**config.mk**
```make
export PLATFORM = sky130hd
export DESIGN_NAME = serial_subtractor
export DESIGN_NICKNAME = d
export VERILOG_FILES = /design/src/rtl/serial_sub_pkg.sv /design/src/rtl/full_subtractor_cell.sv /design/src/rtl/serial_subtractor.sv
export SDC_FILE = /design/constraint.sdc
export NUM_CORES = 1
export LEC_CHECK = 0
export BUFFER_PORTS_ARGS = -buffer_cell sky130_fd_sc_hd__clkbuf_2
export CAP_MARGIN = 40
export CORE_AREA = 2 2 40 42
export CTS_CLUSTER_SIZE = 28
export DETAILED_ROUTE_END_ITERATION = 8
export DIE_AREA = 0 0 42 44
export PLACE_DENSITY_LB_ADDON = 0.1
export SYNTH_ARGS = -nofsm -noshare
export SYNTH_HDL_FRONTEND = slang
export SYNTH_HIERARCHICAL = 1
export SYNTH_SLANG_ARGS = --single-unit
```
**constraint.sdc**
```tcl
create_clock -name CLK -period 1.3 [get_ports CLK]
set_input_delay 0.195 -clock CLK [delete_from_list [all_inputs] [get_ports CLK]]
set_output_delay 0.195 -clock CLK [all_outputs]
set_load 0.05 [all_outputs]
```
**src/rtl/serial_sub_pkg.sv**
```systemverilog
// Shared types and the single-bit subtract equation for the serial subtractor.
package serial_sub_pkg;

  typedef enum logic {
    IDLE = 1'b0,
    RUN  = 1'b1
  } state_t;

  typedef struct packed {
    logic d;
    logic borrow;
  } sub_bit_t;

  // One bit of a - b - borrow_in: difference bit and borrow out.
  function automatic sub_bit_t sub_bit(input logic a, input logic b, input logic borrow_in);
    sub_bit_t r;
    r.d      = a ^ b ^ borrow_in;
    r.borrow = (~a & b) | (~(a ^ b) & borrow_in);
    return r;
  endfunction

endpackage

```
**src/rtl/full_subtractor_cell.sv**
```systemverilog
// Combinational full-subtractor cell: d = a ^ b ^ bin, bout is the borrow out.
// Holds no state; the borrow register lives in the serial wrapper.
module full_subtractor_cell
  import serial_sub_pkg::*;
(
  input  logic a,
  input  logic b,
  input  logic bin,
  output logic d,
  output logic bout
);

  sub_bit_t res;

  assign res  = sub_bit(a, b, bin);
  assign d    = res.d;
  assign bout = res.borrow;

endmodule

```
**src/rtl/serial_subtractor.sv**
```systemverilog
// Bit-serial two's-complement subtractor, D = A - B mod 2^WIDTH, LSB first.
// One full-subtractor cell with a registered borrow; ready/valid on both sides
// and a single output register (no skid buffer), so in_ready follows out_ready.
//
// state | meaning
// IDLE  | waiting for bit 0 of a new word
// RUN   | word in progress, bits 1..WIDTH-1 still to come
module serial_subtractor
  import serial_sub_pkg::*;
#(
  parameter int WIDTH = 8
)
(
  input  logic CLK,
  input  logic ASYNCRESET,
  input  logic in_valid,
  output logic in_ready,
  input  logic in_a,
  input  logic in_b,
  output logic out_valid,
  input  logic out_ready,
  output logic out_d,
  output logic out_last,
  output logic out_borrow,
  output logic out_zero,
  output logic busy
);

  localparam int CNT_W = (WIDTH > 1) ? $clog2(WIDTH) : 1;
  localparam logic [CNT_W-1:0] LAST_IDX = CNT_W'(WIDTH - 1);

  state_t           state_q;
  state_t           state_d;
  logic [CNT_W-1:0] bit_cnt_q;
  logic             borrow_q;
  logic             zero_acc_q;
  logic             accept;
  logic             last_bit;
  logic             next_d;
  logic             next_borrow;

  full_subtractor_cell u_cell (
    .a    (in_a),
    .b    (in_b),
    .bin  (borrow_q),
    .d    (next_d),
    .bout (next_borrow)
  );

  assign in_ready = !out_valid || out_ready;
  assign accept   = in_valid && in_ready;
  assign last_bit = (bit_cnt_q == LAST_IDX);
  assign busy     = (state_q == RUN);

  // State register.
  always_ff @(posedge CLK or posedge ASYNCRESET) begin
    if (ASYNCRESET) begin
      state_q <= IDLE;
    end else begin
      state_q <= state_d;
    end
  end

  // Next state: a word starts on the first accepted bit and ends on the last one.
  always_comb begin
    state_d = state_q;
    case (state_q)
      IDLE: if (accept && (bit_cnt_q == '0)) state_d = RUN;
      RUN:  if (accept && last_bit)          state_d = IDLE;
      default: state_d = IDLE;
    endcase
  end

  // Word bookkeeping: bit counter, running borrow and zero accumulator.
  // All three return to their start values after the last bit so back-to-back
  // words see a clean slate without an idle beat.
  always_ff @(posedge CLK or posedge ASYNCRESET) begin
    if (ASYNCRESET) begin
      bit_cnt_q  <= '0;
      borrow_q   <= 1'b0;
      zero_acc_q <= 1'b1;
    end else if (accept) begin
      if (last_bit) begin
        bit_cnt_q  <= '0;
        borrow_q   <= 1'b0;
        zero_acc_q <= 1'b1;
      end else begin
        bit_cnt_q  <= bit_cnt_q + CNT_W'(1);
        borrow_q   <= next_borrow;
        zero_acc_q <= zero_acc_q & ~next_d;
      end
    end
  end

  // Output register: loads on accept, drops valid when drained, holds while stalled.
  always_ff @(posedge CLK or posedge ASYNCRESET) begin
    if (ASYNCRESET) begin
      out_valid  <= 1'b0;
      out_d      <= 1'b0;
      out_last   <= 1'b0;
      out_borrow <= 1'b0;
      out_zero   <= 1'b0;
    end else if (accept) begin
      out_valid  <= 1'b1;
      out_d      <= next_d;
      out_last   <= last_bit;
      out_borrow <= last_bit & next_borrow;
      out_zero   <= last_bit & zero_acc_q & ~next_d;
    end else if (out_ready) begin
      out_valid  <= 1'b0;
    end
  end

endmodule

```
==> flow_summary.yaml, run 1 <==
status:
  status: "finished with violations"
  failed_checks: "negative setup slack"
synth:
  synth_fp_nets: 56
  async_reset_ff_frac: 1.00
  yosysMostFrequentCell: "dfrtp_1"
  synth_area_per_cell_um2: 12.7
  yosysWarnings: 6
  syn_area_um2: 572
  synthFlopType: "dfrtp_1"
  synth_cells: 45
  synth_edf_count: 0
  synth_seq_area_share: 0.484
  synth_seq_cells: 11
  ys_types: 19
  ys_top_cells_by_area: "dfrtp_1 44%, mux2_4 13%, ha_1 8.8%, dfstp_2 4.6%, inv_1 4.6%"
  yosysTopAreaCellShare: 0.438
  yosysTopAreaCell: "dfrtp_1"
  synth.top_cells.by_count: "10 x dfrtp_1, 7 x inv_1, 5 x mux2_4"
grt:
  grt_usage: 0.126
  antenna_found_initial: 0
  grt_pass1_wl_um: 1660
  grt_pass1_vias: 406
  grt_start_max_net_pins: 12
  overflow: 0
worst_setup_path:
  critPathArrivalTime_ns: 1.48
  path_cells: "inv_1 -> fa_1 -> nor2_1 -> mux2_4"
  timing.rr.end: "out_zero"
  worstSetupStartpoint: "borrow_q"
  cpMaxStageDelayCell: "fa_1"
  reg2reg_from: "borrow_q"
  critPathKind: "register to register"
  ff2ff_path_depth: 4
  cp.required_ns: 1.45
  end_kind: "register"
  critPathLaunchType: "register"
  slowest_delay_ns: 0.50
  path_max_fanout: 2
  ff2ff_setup_slack_ns: -0.02
die:
  die_x_um: 42
  fp-row-count: 14
  dieArea_mm2: 0.00185
  start_util: 0.403
  num_io_pins: 13
  fp.dieH_um: 44
  core_mm2: 0.00142
clock_tree:
  clockBufferDepth: 2
  clk_latency_ns: 0.27
  cts_root_buffer: "clkbuf_4"
  cts_setup_buffers: 0
  clkTransAtPathRegs_ns: 0.07
  numClockSinks: 11
  cts_made_buffers: 3
  cts_tree: "done"
  htree_num_levels: 1
pwr:
  swShare: 0.383
  max-vdd-ir-drop_mv: 0.848
  p_per_area_mw_per_mm2: 2060
  power_switching_mw: 0.576
  internal_power_mw: 0.926
  total_power_mw: 1.50
  p_seq_frac: 0.373
  p_leak_nw: 0.401
  pwr-share-comb: 0.473
  p_clk_frac: 0.154
cells_and_area:
  drive_above_1_share: 0.484
  stdcell_count: 80
  stdcell_area_um2: 728
  nets: 76
  antenna_cells: 0
  syn_to_final_growth_pct: 27.4
sta:
  finalHoldViolations: 0
  rsz0062_at_grt: "yes"
  fin_tns_setup_ns: -0.0317
  fmax_ghz: 0.755
  period_share: 1.02
  layout_min_cycle_time_ns: 1.32
  skew_ns: 0.00385
  slew_viol_final: 0
  setup_violations: 2
  maxSlewHeadroom: 0.711
  worstMarginPinSlew_ns: 0.432
  fin_ws_ns: -0.0248
detailed_routing:
  drtIter0Drc: 3
  viasPerCell: 4.89
  ant_nets: 0
  routed_wl_um: 955
  wl_per_cell_um: 11.9
  vias: 391
  drc_errors: 0
  dr.pass1.iters: 2
job:
  maxCapViolations: 0
placed_design:
  portBuffers: 12
  dpl.hpwl_um: 739
  place_congestion: 0.674
  dp_cells: 75
  postPlaceCellArea_um2: 673
min_path:
  hold_path.class: "primary input to register"
  holdPathStages: 2
  min_from: "in_valid"
  min_to: "out_valid"
[layout make-up]
class	count	area [um2]
clock buffers	4	26.3
fillers	130	691
inverters	7	26.3
multi-input cells	26	277
flip-flops and latches	11	278
well taps	16	20.0
repair buffers	16	101
[worst max path at each step]
stage,endpoint,slack (ns),cells past startpoint
6_report,out_zero,-0.02,4
5_1_grt,out_zero,-0.08,4
4_1_cts,out_zero,-0.03,4
3_5_place_dp,out_zero,-0.02,4
3_3_place_gp,out_zero,0.01,5
2_1_floorplan,bit_cnt_q[0],-0.02,4
[state kept, by name (all words and copies together) (netlist names)]
register	count
out_zero	1
borrow_q	1
out_last	1
zero_acc_q	1
out_valid	1
out_borrow	1
out_d	1
bit_cnt_q	3
busy	1
[stage by stage]
step | hold WS, ns | utilization | worst slack [ns]
2_1_floorplan | 0.0467 | - | -0.0185
3_3_place_gp | 0.200 | 0.474 | 0.0127
3_5_place_dp | 0.195 | 0.474 | -0.0197
4_1_cts | 0.274 | 0.511 | -0.0294
5_1_grt | 0.283 | 0.513 | -0.0840
6_report | 0.277 | 0.513 | -0.0248
[power by group through the flow]
stage | Combinational (mW) | Clock [mW] | Sequential (mW)
CTS | 0.720 | 0.243 | 0.563
floorplan | 0.355 | 0 | 0.732
detailed placement | 0.707 | 0 | 0.568
finish | 0.710 | 0.232 | 0.561
global placement | 0.693 | 0 | 0.563
global route | 0.787 | 0.261 | 0.580
[layer usage]
layer,up-vias,wire [um],track usage,share of wire
li1,190,-,-,-
met1,184,409,0.152,0.43
met2,12,464,0.197,0.49
met3,5,51,0.0292,0.053
met4,0,29,0.0968,0.030
met5,-,0,0,0
[timing repair]
item	4_1_cts	5_1_grt
endpoints found under the hold margin	10	0
hold buffers	1	0
endpoints found under the setup margin	3	4
gates resized for setup	4	1
gates cloned	0	0
[worst max-delay path: cells and delay by family, from the launching register on]
family | cells | cell delay (ns)
buf+inv | 1 | 0.05
flops | 1 | 0.35
mux | 1 | 0.26
fa+ha+maj | 1 | 0.50
simple gates | 1 | 0.05
[cell usage in the layout (no fill, tap or decap), types with 2 or more instances in the layout]
| cell type | count |
|---|---|
| buf_4 | 3 |
| ha_1 | 3 |
| clkbuf_4 | 3 |
| nor2_1 | 2 |
| a21o_1 | 2 |
| clkbuf_2 | 11 |
| a21bo_2 | 2 |
| mux2_4 | 5 |
| inv_1 | 7 |
| dfrtp_1 | 9 |
[cells by family (layout without fill, tap and decap cells)]
| kind of cell | count (synthesis) | after routing | synth area share |
|---|---|---|---|
| AND/OR/NAND/NOR | 10 | 10 | 0.112 |
| multiplexers | 5 | 5 | 0.131 |
| AO/OA/AOI/OAI | 6 | 6 | 0.0853 |
| adder cells (fa/ha/maj) | 5 | 5 | 0.123 |
| flip-flops | 11 | 11 | 0.484 |
| buffers and inverters | 8 | 27 | 0.0657 |
Power figures use the tool's default switching activity.
==> run 2: changes to the inputs <==
--- a/config.mk
+++ b/config.mk
@@ -11,7 +11,7 @@
 export CTS_CLUSTER_SIZE = 28
 export DETAILED_ROUTE_END_ITERATION = 8
 export DIE_AREA = 0 0 42 44
-export PLACE_DENSITY_LB_ADDON = 0.1
+export PLACE_DENSITY = 0.7
 export SYNTH_ARGS = -nofsm -noshare
 export SYNTH_HDL_FRONTEND = slang
 export SYNTH_HIERARCHICAL = 1
==> run 2 against run 1 <==
The run now ends clean. Setup slack better by 0.028 ns. Clock-buffer cell count unchanged. Hold slack better by 0.024 ns. Global-route usage up 1.1 points. Via count up 2.3%. Sequential cell count unchanged. Final cell count unchanged. Core utilization unchanged. Final area unchanged. Register-to-register slack better by 0.03 ns. Largest power group unchanged. Highest routed layer unchanged.
==> flow_summary.yaml, run 2 (synthesis results as in run 1) <==
grt:
  grt_usage: 0.138
  grt_pass1_vias: 419
  grt_pass1_wl_um: 1760
  use_met1: 0.144
  gr-max-usage-layer: "met2"
  grt_start_max_net_pins: 12
  use_met3: 0.0625
  met2_usage: 0.241
  overflow: 0
  antenna_found_initial: 0
placed_design:
  dp_cells: 75
  dp_slack_ns: -0.00955
  dpl.hpwl_um: 729
  portBuffers: 12
  postPlaceCellArea_um2: 673
  place_congestion: 0.686
clock_tree:
  numClockSinks: 11
  clkTransAtPathRegs_ns: 0.07
  clk_latency_ns: 0.26
  htree_num_levels: 1
  cts_tree: "done"
  cts_made_buffers: 3
  clockBufferDepth: 2
  cts_root_buffer: "clkbuf_4"
sta:
  setup_violations: 0
  maxSlewHeadroom: 0.721
  finalHoldViolations: 0
  skew_ns: 0.00489
  fin_ws_ns: 0.00314
  fin_tns_setup_ns: 0
  worstMarginPinSlew_ns: 0.418
  rsz0062_at_grt: "yes"
  fmax_ghz: 0.771
  layout_min_cycle_time_ns: 1.30
  period_share: 0.998
  holdWs_ns: 0.301
  slew_viol_final: 0
status:
  status: "finished clean"
detailed_routing:
  drc_errors: 0
  ant_nets: 0
  viasPerCell: 5.00
  routed_wl_um: 969
  vias: 400
  drtIter0Drc: 5
  wl_per_cell_um: 12.1
  dr.pass1.iters: 3
pwr:
  p_clk_frac: 0.152
  power_switching_mw: 0.567
  p_per_area_mw_per_mm2: 2050
  internal_power_mw: 0.922
  p_leak_nw: 0.401
  total_power_mw: 1.49
  max-vdd-ir-drop_mv: 1.00
  pwr-share-comb: 0.473
  p_seq_frac: 0.375
  swShare: 0.381
cells_and_area:
  stdcell_area_um2: 728
  antenna_cells: 0
  final_util: 0.513
  largest_register_ffs: 3
  drive_above_1_share: 0.484
  nets: 76
  top_register: "bit_cnt_q"
  syn_to_final_growth_pct: 27.4
  layout_commonest_cell: "clkbuf_2"
  stdcell_count: 80
  final_cell_mix: "11 x clkbuf_2, 9 x dfrtp_1, 7 x inv_1, 5 x mux2_4"
worst_setup_path:
  critPathKind: "register to register"
  critPathArrivalTime_ns: 1.45
  end_kind: "register"
  cp.required_ns: 1.45
  critPathLaunchType: "register"
  path_max_fanout: 2
die:
  start_util: 0.403
  die_x_um: 42
  num_io_pins: 13
  core_mm2: 0.00142
  fp-row-count: 14
  fp.dieH_um: 44
  dieArea_mm2: 0.00185
job:
  maxCapViolations: 0
min_path:
  hold_path.class: "primary input to register"
## run 2: path summary, 6_finish.rpt
path	start	endpoint	slack, ns	cells after the start
min in group asynchronous	ASYNCRESET	out_zero	0.44	3
max in group asynchronous	ASYNCRESET	zero_acc_q	0.53	3
hold reg to reg	busy	busy	0.48	1
setup / recovery	borrow_q	out_zero	0.003	4
hold / removal	in_valid	out_valid	0.30	2
setup reg to reg	borrow_q	out_zero	0.003	4
## run 2: timing repair
action,4_1_cts,5_1_grt
endpoints found under the hold margin,10,0
pin swaps,0,1
endpoints found under the setup margin,3,2
hold buffers,1,0
gates resized for setup,5,0
setup buffers,0,0
## run 2: layer usage
layer  up-vias  share of wire  routed length, um
met3         2          0.062                 60
met4         0         0.0083                  8
met5         -              0                  0
met1       198           0.41                395
li1        188              -                  -
met2        12           0.52                504
## run 2: cell type report
cell class	count	area [um2]
fill	129	691
sequential	11	278
multi-input combinational	26	277
timing repair buffer	16	101
clock buffer	4	26.3
inverter	7	26.3
tap	16	20.0
## run 2: power groups by stage
stage / registers, mW / clock network [mW] / logic, mW
3_3_place_gp: 0.560 / 0 / 0.689
2_1_floorplan: 0.732 / 0 / 0.355
6_report: 0.559 / 0.226 / 0.704
4_1_cts: 0.561 / 0.240 / 0.719
3_5_place_dp: 0.566 / 0 / 0.703
5_1_grt: 0.583 / 0.268 / 0.781
## run 2: critical path, stage by stage (launching register included)
cell     delay, ns
dfrtp_1       0.34
inv_1         0.05
fa_1          0.49
nor2_1        0.05
mux2_4        0.26
